File: config.mk
export PLATFORM = sky130hd
export DESIGN_NAME = output_buffer_flat
export DESIGN_NICKNAME = d
export VERILOG_FILES = /design/src/rtl/shake_pkg.sv /design/src/rtl/output_buffer_if.sv /design/src/rtl/word_down_counter.sv /design/src/rtl/output_buffer.sv /design/src/flat_wrapper.sv
export SDC_FILE = /design/constraint.sdc
export NUM_CORES = 2
export LEC_CHECK = 0
export ABC_AREA = 0
export CAP_MARGIN = 20
export CORE_AREA = 2 2 567 569
export CTS_CLUSTER_DIAMETER = 200
export CTS_CLUSTER_SIZE = 10
export DETAILED_ROUTE_END_ITERATION = 8
export DIE_AREA = 0 0 569 571
export GPL_TIMING_DRIVEN = 0
export PLACE_DENSITY_LB_ADDON = 0.25
export SLEW_MARGIN = 10
export SYNTH_ARGS = -nofsm -noshare
export SYNTH_HDL_FRONTEND = slang
export SYNTH_SLANG_ARGS = --single-unit
File: constraint.sdc
create_clock -name clk -period 92.5 [get_ports clk]
set_input_delay 18.5 -clock clk [delete_from_list [all_inputs] [get_ports clk]]
set_output_delay 18.5 -clock clk [all_outputs]
set_load 0.01 [all_outputs]
File: src/rtl/shake_pkg.sv
// Shared types and constants for the SHAKE squeeze path.
// Lane and block geometry for both SHAKE variants.
package shake_pkg;

  typedef enum logic {
    SHAKE128 = 1'b0,
    SHAKE256 = 1'b1
  } mode_t;

  localparam int WORDS_128 = 21;
  localparam int WORDS_256 = 17;
  localparam int LANE_W    = 64;

  typedef enum logic [1:0] {
    IDLE,
    READY,
    HOLD,
    DONE
  } obuf_state_t;

  function automatic logic [4:0] blk_words(mode_t m);
    return (m == SHAKE256) ? 5'(WORDS_256)
                           : 5'(WORDS_128);
  endfunction

endpackage

File: src/rtl/output_buffer_if.sv
// Handshake bundle between the squeeze dump FSM
// and the output buffer.
interface output_buffer_if #(
  parameter int WORD_W = 64,
  parameter int RATE_W = 1344,
  parameter int LEN_W  = 32
);
  logic              mode_in;
  logic              out_len_load;
  logic [LEN_W-1:0]  out_len_in;
  logic              we_in;
  logic              counter_load;
  logic              counter_rst;
  logic              shift_en;
  logic [RATE_W-1:0] state_in;
  logic [WORD_W-1:0] data_out;
  logic              empty;
  logic              last_out;
  logic              done;
  logic              need_block;

  modport master (
    output mode_in, out_len_load, out_len_in,
    output we_in, counter_load, counter_rst,
    output shift_en, state_in,
    input  data_out, empty, last_out,
    input  done, need_block
  );

  modport slave (
    input  mode_in, out_len_load, out_len_in,
    input  we_in, counter_load, counter_rst,
    input  shift_en, state_in,
    output data_out, empty, last_out,
    output done, need_block
  );
endinterface

File: src/rtl/word_down_counter.sv
// Loadable down counter that saturates at zero.
// Priority: clear, then load, then decrement.
module word_down_counter #(
  parameter int W = 5
) (
  input  logic         clk,
  input  logic         rst,
  input  logic         clr_i,
  input  logic         load_i,
  input  logic [W-1:0] load_val_i,
  input  logic         dec_i,
  output logic [W-1:0] cnt_o,
  output logic         zero_o
);
  logic [W-1:0] cnt_q, cnt_d;

  always_comb begin
    cnt_d = cnt_q;
    if (clr_i)
      cnt_d = '0;
    else if (load_i)
      cnt_d = load_val_i;
    else if (dec_i && cnt_q != '0)
      cnt_d = cnt_q - 1'b1;
  end

  always_ff @(posedge clk or posedge rst) begin
    if (rst)
      cnt_q <= '0;
    else
      cnt_q <= cnt_d;
  end

  assign cnt_o  = cnt_q;
  assign zero_o = (cnt_q == '0);
endmodule

File: src/rtl/output_buffer.sv
// Parallel-in/serial-out block buffer feeding the
// squeeze dump FSM one lane per shift.
module output_buffer
  import shake_pkg::*;
#(
  parameter int WORD_W = LANE_W,
  parameter int RATE_W = 1344,
  parameter int LEN_W  = 32
) (
  input  logic clk,
  input  logic rst,
  output_buffer_if.slave bus
);
  localparam int KEEP_256 = WORDS_256 * WORD_W;
  localparam logic [RATE_W-1:0] MASK_256 =
    {{(RATE_W-KEEP_256){1'b0}}, {KEEP_256{1'b1}}};

  obuf_state_t       state_q;
  logic [RATE_W-1:0] buf_q, buf_d;
  logic [4:0]        wc_cnt, wc_val;
  logic              wc_zero;
  logic [LEN_W-1:0]  rem_cnt, blk_len;
  logic              rem_zero;
  logic              wc_clr, wc_load, shift_ok;

  assign blk_len =
    LEN_W'(blk_words(mode_t'(bus.mode_in)));
  assign wc_val  = (blk_len < rem_cnt) ? blk_len[4:0]
                                       : rem_cnt[4:0];
  assign wc_clr  = bus.out_len_load | bus.counter_rst;
  assign wc_load = bus.counter_load
                 & (state_q != DONE);

  // Capture, abort, clear and reload all pre-empt a shift.
  assign shift_ok = bus.shift_en & ~wc_zero
                  & ~bus.we_in & ~wc_clr & ~wc_load;

  word_down_counter #(.W(5)) word_cnt (
    .clk        (clk),
    .rst        (rst),
    .clr_i      (wc_clr),
    .load_i     (wc_load),
    .load_val_i (wc_val),
    .dec_i      (shift_ok),
    .cnt_o      (wc_cnt),
    .zero_o     (wc_zero)
  );

  word_down_counter #(.W(LEN_W)) remaining (
    .clk        (clk),
    .rst        (rst),
    .clr_i      (1'b0),
    .load_i     (bus.out_len_load),
    .load_val_i (bus.out_len_in),
    .dec_i      (shift_ok),
    .cnt_o      (rem_cnt),
    .zero_o     (rem_zero)
  );

  always_comb begin
    buf_d = buf_q;
    if (bus.we_in)
      buf_d = bus.mode_in ? (bus.state_in & MASK_256)
                          : bus.state_in;
    else if (shift_ok)
      buf_d = buf_q >> WORD_W;
  end

  always_ff @(posedge clk or posedge rst) begin
    if (rst)
      buf_q <= '0;
    else
      buf_q <= buf_d;
  end

  always_ff @(posedge clk or posedge rst) begin
    if (rst) begin
      state_q <= IDLE;
    end else if (bus.out_len_load) begin
      state_q <= (bus.out_len_in == '0) ? DONE : READY;
    end else begin
      unique case (state_q)
        READY:
          if (bus.we_in && bus.counter_load
              && !bus.counter_rst)
            state_q <= HOLD;
        HOLD:
          if (bus.counter_rst)
            state_q <= rem_zero ? DONE : READY;
          else if (shift_ok && wc_cnt == 5'd1)
            state_q <= (rem_cnt == LEN_W'(1)) ? DONE
                                              : READY;
        default: ;
      endcase
    end
  end

  assign bus.data_out   = buf_q[WORD_W-1:0];
  assign bus.empty      = wc_zero;
  assign bus.last_out   = (rem_cnt == LEN_W'(1)) & ~wc_zero;
  assign bus.done       = (state_q == DONE);
  assign bus.need_block = (state_q == READY);
endmodule

File: src/flat_wrapper.sv
// flat-port wrapper written by rule: the top's interface ports become plain ports
module output_buffer_flat import shake_pkg::*;
#(
  parameter int WORD_W = LANE_W,
  parameter int RATE_W = 1344,
  parameter int LEN_W  = 32
)
  (clk, rst, bus_mode_in, bus_out_len_load, bus_out_len_in, bus_we_in, bus_counter_load, bus_counter_rst, bus_shift_en, bus_state_in, bus_data_out, bus_empty, bus_last_out, bus_done, bus_need_block);
  output_buffer_if #(.WORD_W(WORD_W), .RATE_W(RATE_W), .LEN_W(LEN_W)) bus_i ();
  input  logic clk;
  input  logic rst;
  input wire logic [$bits(bus_i.mode_in)-1:0] bus_mode_in;
  input wire logic [$bits(bus_i.out_len_load)-1:0] bus_out_len_load;
  input wire logic [$bits(bus_i.out_len_in)-1:0] bus_out_len_in;
  input wire logic [$bits(bus_i.we_in)-1:0] bus_we_in;
  input wire logic [$bits(bus_i.counter_load)-1:0] bus_counter_load;
  input wire logic [$bits(bus_i.counter_rst)-1:0] bus_counter_rst;
  input wire logic [$bits(bus_i.shift_en)-1:0] bus_shift_en;
  input wire logic [$bits(bus_i.state_in)-1:0] bus_state_in;
  output wire logic [$bits(bus_i.data_out)-1:0] bus_data_out;
  output wire logic [$bits(bus_i.empty)-1:0] bus_empty;
  output wire logic [$bits(bus_i.last_out)-1:0] bus_last_out;
  output wire logic [$bits(bus_i.done)-1:0] bus_done;
  output wire logic [$bits(bus_i.need_block)-1:0] bus_need_block;
  assign bus_i.mode_in = bus_mode_in;
  assign bus_i.out_len_load = bus_out_len_load;
  assign bus_i.out_len_in = bus_out_len_in;
  assign bus_i.we_in = bus_we_in;
  assign bus_i.counter_load = bus_counter_load;
  assign bus_i.counter_rst = bus_counter_rst;
  assign bus_i.shift_en = bus_shift_en;
  assign bus_i.state_in = bus_state_in;
  assign bus_data_out = bus_i.data_out;
  assign bus_empty = bus_i.empty;
  assign bus_last_out = bus_i.last_out;
  assign bus_done = bus_i.done;
  assign bus_need_block = bus_i.need_block;
  output_buffer #(.WORD_W(WORD_W), .RATE_W(RATE_W), .LEN_W(LEN_W)) u_core (.clk(clk), .rst(rst), .bus(bus_i));
endmodule
* After elaboration in Yosys (flattened, before gate mapping) *
Index checks and enable logic that the tools add are counted.

word-level totals
  register bits = 1,383
  output and inout port bits = 68
  input bits = 1,384

operators by class
  equal/unequal tests = 8
  magnitude comparators = 1
  reduce and logical (&&, ||, !) cells = 16
  $add $sub $neg = 2
  muxes and demuxes = 18
  bitwise gates (word level) = 11

operator list
  cell                                                                     number
  1344-bit 2-to-1 mux                                                      3
  32-bit zero test                                                         2
  32-bit 2-to-1 mux                                                        2
  32-bit by 1-bit equality test with 1-bit output (second input constant)  1
  5-bit by 32-bit < comparator with 1-bit output                           1
  32-bit nonzero test                                                      1
  32-bit by 1-bit subtractor with 32-bit output (second input constant)    1
  5-bit 2-to-1 mux                                                         4
  2-bit 2-to-1 mux                                                         7
  1-bit AND                                                                6
  3-bit nonzero test                                                       2
  5-bit by 1-bit equality test with 1-bit output (second input constant)   1
  1-bit logical AND                                                        5
  5-bit zero test                                                          1
  5-bit nonzero test                                                       1
  5-bit by 1-bit subtractor with 5-bit output (second input constant)      1
  2-bit equality test (second input constant)                              2
  4-bit by 3-bit != test with 1-bit output (second input constant)         1
  1-bit inverter                                                           4
  2-bit case mux with 2 select lines                                       1
  2-bit nonzero test                                                       2
  3-bit 2-to-1 mux                                                         1
  3-bit by 2-bit != test with 1-bit output (second input constant)         1
  3-bit AND reduction                                                      1
  4 further kinds                                                          4

* Depth between registers and ports, before layout *
  depth in word-level cells = 11
  mapped depth = 11

* Modules after synthesis *
From an unflattened synthesis, not the netlist that was laid out.

unflattened totals
  cells, all modules = 6,146
  area total of the unflattened synthesis = 64,445.6 um^2

modules (own cells, without submodules)
  module                                area an instance (um^2)  cells each  sequential area each (um^2)  instances
  output_buffer                         61,865.6                 5,840       33,682.3                     1
  word_down_counter (u_core.remaining)  2,224.6                  270         800.8                        1
  word_down_counter (u_core.word_cnt)   355.3                    36          125.1                        1

* Worst setup path before layout *
Ideal clock, no wire load.

  kind = register to output
  from = reg u_core.remaining.cnt_q[18], in the netlist u_core.remaining.cnt_o[18]
  to = out bus_last_out
  arrival = 1.678 ns
  setup slack = 72.322 ns
  cell stages (with the launch flop) = 7
  path through = dfrtp_1 -> or4_1 -> and4bb_1 -> buf_4 -> nand2_1 -> nor2_1 -> and3_1

on the way
  word-level cells in the longest chain between the ends = 2

RTL lines
  element                                          line                     text
  start, declared                                  word_down_counter.sv:15  logic [W-1:0] cnt_q, cnt_d;
  start signal, assigned                           word_down_counter.sv:31  cnt_q <= cnt_d;
  32-bit by 1-bit equality test with 1-bit output  output_buffer.sv:100     assign bus.last_out = (rem_cnt == LEN_W'(1)) & ~wc_zero;
  1-bit AND                                        output_buffer.sv:100
  end, declared                                    flat_wrapper.sv:22       output wire logic [$bits(bus_i.last_out)-1:0] bus_last_out;

No other way between the ends.

* Worst setup path in the final report *
  from = reg u_core.remaining.cnt_q[10], in the netlist u_core.remaining.cnt_o[10]
  to = out bus_last_out

Same word-level chain as after synthesis.

==> results.md <==
- Die area: 325000 um^2
- Critical path class: reg -> out
- WHS Path Cells: 2
- Gate Count Post-Synth: between 6000 and 7000
- Library cells used by synthesis: slightly above 50
- Clock skew: between 0.05 and 0.06 ns
- Primary FF master, synth: dfrtp_1
- Area Growth Syn to Fin: 39.0%
- First-pass DRT Iterations: 5
- Worst-case clock buffer depth: 4
- Status: complete, no violations
- Final min period: between 20 and 25 ns
- CTS tree: done
- Switching Share: between 20% and 30%
- Max-cap violations: 0
- First-pass GRT wire length: between 400000 and 500000 um
- Critical path arrival: 3.58 ns
- Design Power: around 1600 uW
- Post-DRT Antenna Nets: 0
- Reg2reg end: u_core.buf_q[1271]$_DFFE_PP0P_
- Post-Syn Area: ~64000 um^2
- Switching power: between 400 and 500 uW
- Combinational power share: 18.1%
- Wire per inst: 28.3 um
- FP Rows: around 210
- Cts bufs inserted: about 160
- Core area: 319000 um^2
- Worst skew pair latency: ~0.82 ns
- Yosys warns: 0
- Clk sinks: roughly 1400
- Finished Layout Cells: about 12000
- R2r startpoint: u_core.word_cnt.cnt_o[0]$_DFFE_PP0P_
- LEAKAGE: a little under 0.04 uW
- H-Tree Depth: 4
- Clock power frac: a little over a third
- Ys async rst share: 100%
- CTS Hold Bufs: 0
- Port-buffer cells: about 1500
- Max VDD drop: about 0.014 mV
- CP Launch Type: flip-flop
- Min Hold Slack: between 0.4 and 0.5 ns
- F_max: between 0.04 and 0.05 GHz
- PwrDens: between 15 and 20 nW/um^2
- Top-Level Pins: roughly 1500
- Share of cells above drive strength 1: 6.49%
- Crit share post-route: 23.9%
- Internal power: 1140 uW
- Clock slew seen by the registers of the worst setup and hold paths: 0.06 ns
- Final Hold Viols: 0
- Starting DRC count in detailed routing: between 2000 and 3000
- Sequential element share of the synthesized area: between 50% and 60%
- Largest net degree at the start of global routing: about 120
- Leading cell type in the layout, fill and taps excluded: clkdlybuf4s50_1
- Worst slew pin tran: around 1.0 ns
- Final Slew Violations: 0
- Post_cts resized: 0
- Critical path peak fanout: 6
- Synth top area share: between 50% and 60%
- Post-DR vias/cell: about 4.3
- Total global-route track usage: just over 20%
- Die Ht: 571 um
- Hold worst-path end: u_core.buf_q[1261]$_DFFE_PP0P_
- Vias in the first global route: roughly 57000
- Die Span X: 569 um
- Root Buffer: clkbuf_16
- Hold WC Path Type: reg -> reg
- Hold Startpoint: u_core.buf_q[1261]$_DFFE_PP0P_
- Slew Limit Headroom: 31.8%
- Avg Cell Area, Syn: 10.2 um^2
- Vias: around 53000
- Cells on worst reg2reg path: 9
- Worst reg2reg setup slack: ~90 ns
- Total negative slack: 0 ns
- GRT overflow: 0
- Multi-input gate area in the final layout: about 26000 um^2
- Final worst slack: roughly 70 ns
- Placement Setup Slack: between 70 and 80 ns
- Initial antenna violation count: approximately 230
- Starting Density: 20.0%
- Area leader, netlist: dfrtp_1
- Synth top area cells: dfrtp_1 (54%), mux2i_1 (17%), nand2_1 (7.8%)
- Seq cells post-synth: 1383
- Reg area: 34600 um^2
- Remaining routing DRC violations: 0
- Post-CTS Setup Inserts: 0
- Final GP Congestion: 0.926
- RSZ-0062 raised after global routing: no
- Dpl hpwl: ~290000 um
- Number of enable flip-flop cells after synthesis: 0
- Placed Cells: ~12000
- Most frequent cells in the layout: clkdlybuf4s50_1 (1450), dfrtp_1 (1383), nand2_1 (1324), mux2i_1 (1088), o21ai_0 (719)
- CP endpoint kind: output pin
- FILL cells: between 30000 and 40000
- Post-Synthesis Net Count: 7667
- Setup violators final: 0
- Worst path required time: about 74 ns
- Nets: slightly above 9000
- WL final: 346000 um
- Sequential power share: between 40% and 50%
==> synth_stat cells, types with 4 or more instances <==
library cell and instances:
nor2_1 20, o21ai_1 580, nor4_1 16, buf_2 47
clkbuf_2 46, nand3_1 13, or2_2 4, a21oi_1 198
ha_1 7, o211ai_1 13, dfrtp_1 1383, a22o_1 64
o21ai_0 719, clkbuf_1 262, inv_1 14, nor2b_1 195
buf_6 4, mux2i_1 1089, xnor2_1 9, buf_4 180
and3_1 5, nand2_1 1324, o311ai_0 4, nand4_1 14
nor3_1 15, xor2_1 11
==> cell families after synthesis <==
kind of cell / share of synthesized area (%)
AND/OR/NAND/NOR: 10.6
AO/OA/AOI/OAI: 13.0
flip-flops: 54.2
multiplexers: 17.1
buffers and inverters: 4.57
XOR/XNOR: 0.274
adder cells (fa/ha/maj): 0.137
==> layer usage <==
metal	share of wire [%]	up-vias	global-route usage, %
met5	0.33	-	0
met4	4.1	182	8.63
met3	6.6	631	5.90
met2	54	1612	39.6
met1	35	25786	20.8
li1	-	24893	-
==> power groups by stage <==
stage	combinational, uW	sequential [uW]	clock [uW]
6_report	293	742	582
5_1_grt	322	752	624
3_3_place_gp	292	756	0
2_1_floorplan	150	731	0
4_1_cts	301	743	602
3_5_place_dp	300	754	0
==> sequential cells by signal, indices dropped and copies added (netlist names) <==
signal / count
u_core.remaining.cnt_o: 32
u_core.buf_q: 1344
u_core.word_cnt.cnt_o: 5
u_core.state_q: 2
==> how the worst max path moves through the flow <==
stage / start / end / slack, ns / depth (start not counted)
2_1_floorplan: rst / u_core.buf_q[0]$_DFFE_PP0P_ / 35.00 / 1
5_1_grt: u_core.remaining.cnt_o[10]$_DFFE_PP0P_ / bus_last_out / 70.17 / 6
3_5_place_dp: bus_counter_load / u_core.buf_q[851]$_DFFE_PP0P_ / 70.03 / 8
6_report: u_core.remaining.cnt_o[10]$_DFFE_PP0P_ / bus_last_out / 70.42 / 6
4_1_cts: u_core.remaining.cnt_o[10]$_DFFE_PP0P_ / bus_last_out / 70.34 / 6
3_3_place_gp: rst / u_core.buf_q[1121]$_DFFE_PP0P_ / 16.62 / 2
==> area by class of cell <==
| cell class | instances | share of cell area, % |
|---|---|---|
| multi-input cells | 4338 | 29.7 |
| flip-flops and latches | 1383 | 39.0 |
| diodes | 99 | 0.279 |
| clock buffers | 163 | 4.59 |
| plain buffers | 541 | 3.25 |
| well taps | 4200 | 5.92 |
| clock inverters | 12 | 0.223 |
| repair buffers | 1480 | 17.0 |
| inverters | 14 | 0.0677 |
==> critical path, stage by stage (launching register included) <==
cell and delay, ns:
dfrtp_1 0.41, nor4_1 0.83, and4_1 0.44, nand2_1 0.11
nor2_1 0.14, and3_1 0.17, clkdlybuf4s50_1 0.67
==> stage by stage <==
stage               util, %  instance area, um^2
floorplan                 -                63800
global placement       26.2                83600
detailed placement     26.4                84200
CTS                    27.7                88500
global route           27.8                88700
finish                 27.8                88800
(Power assumes the default switching activity.)
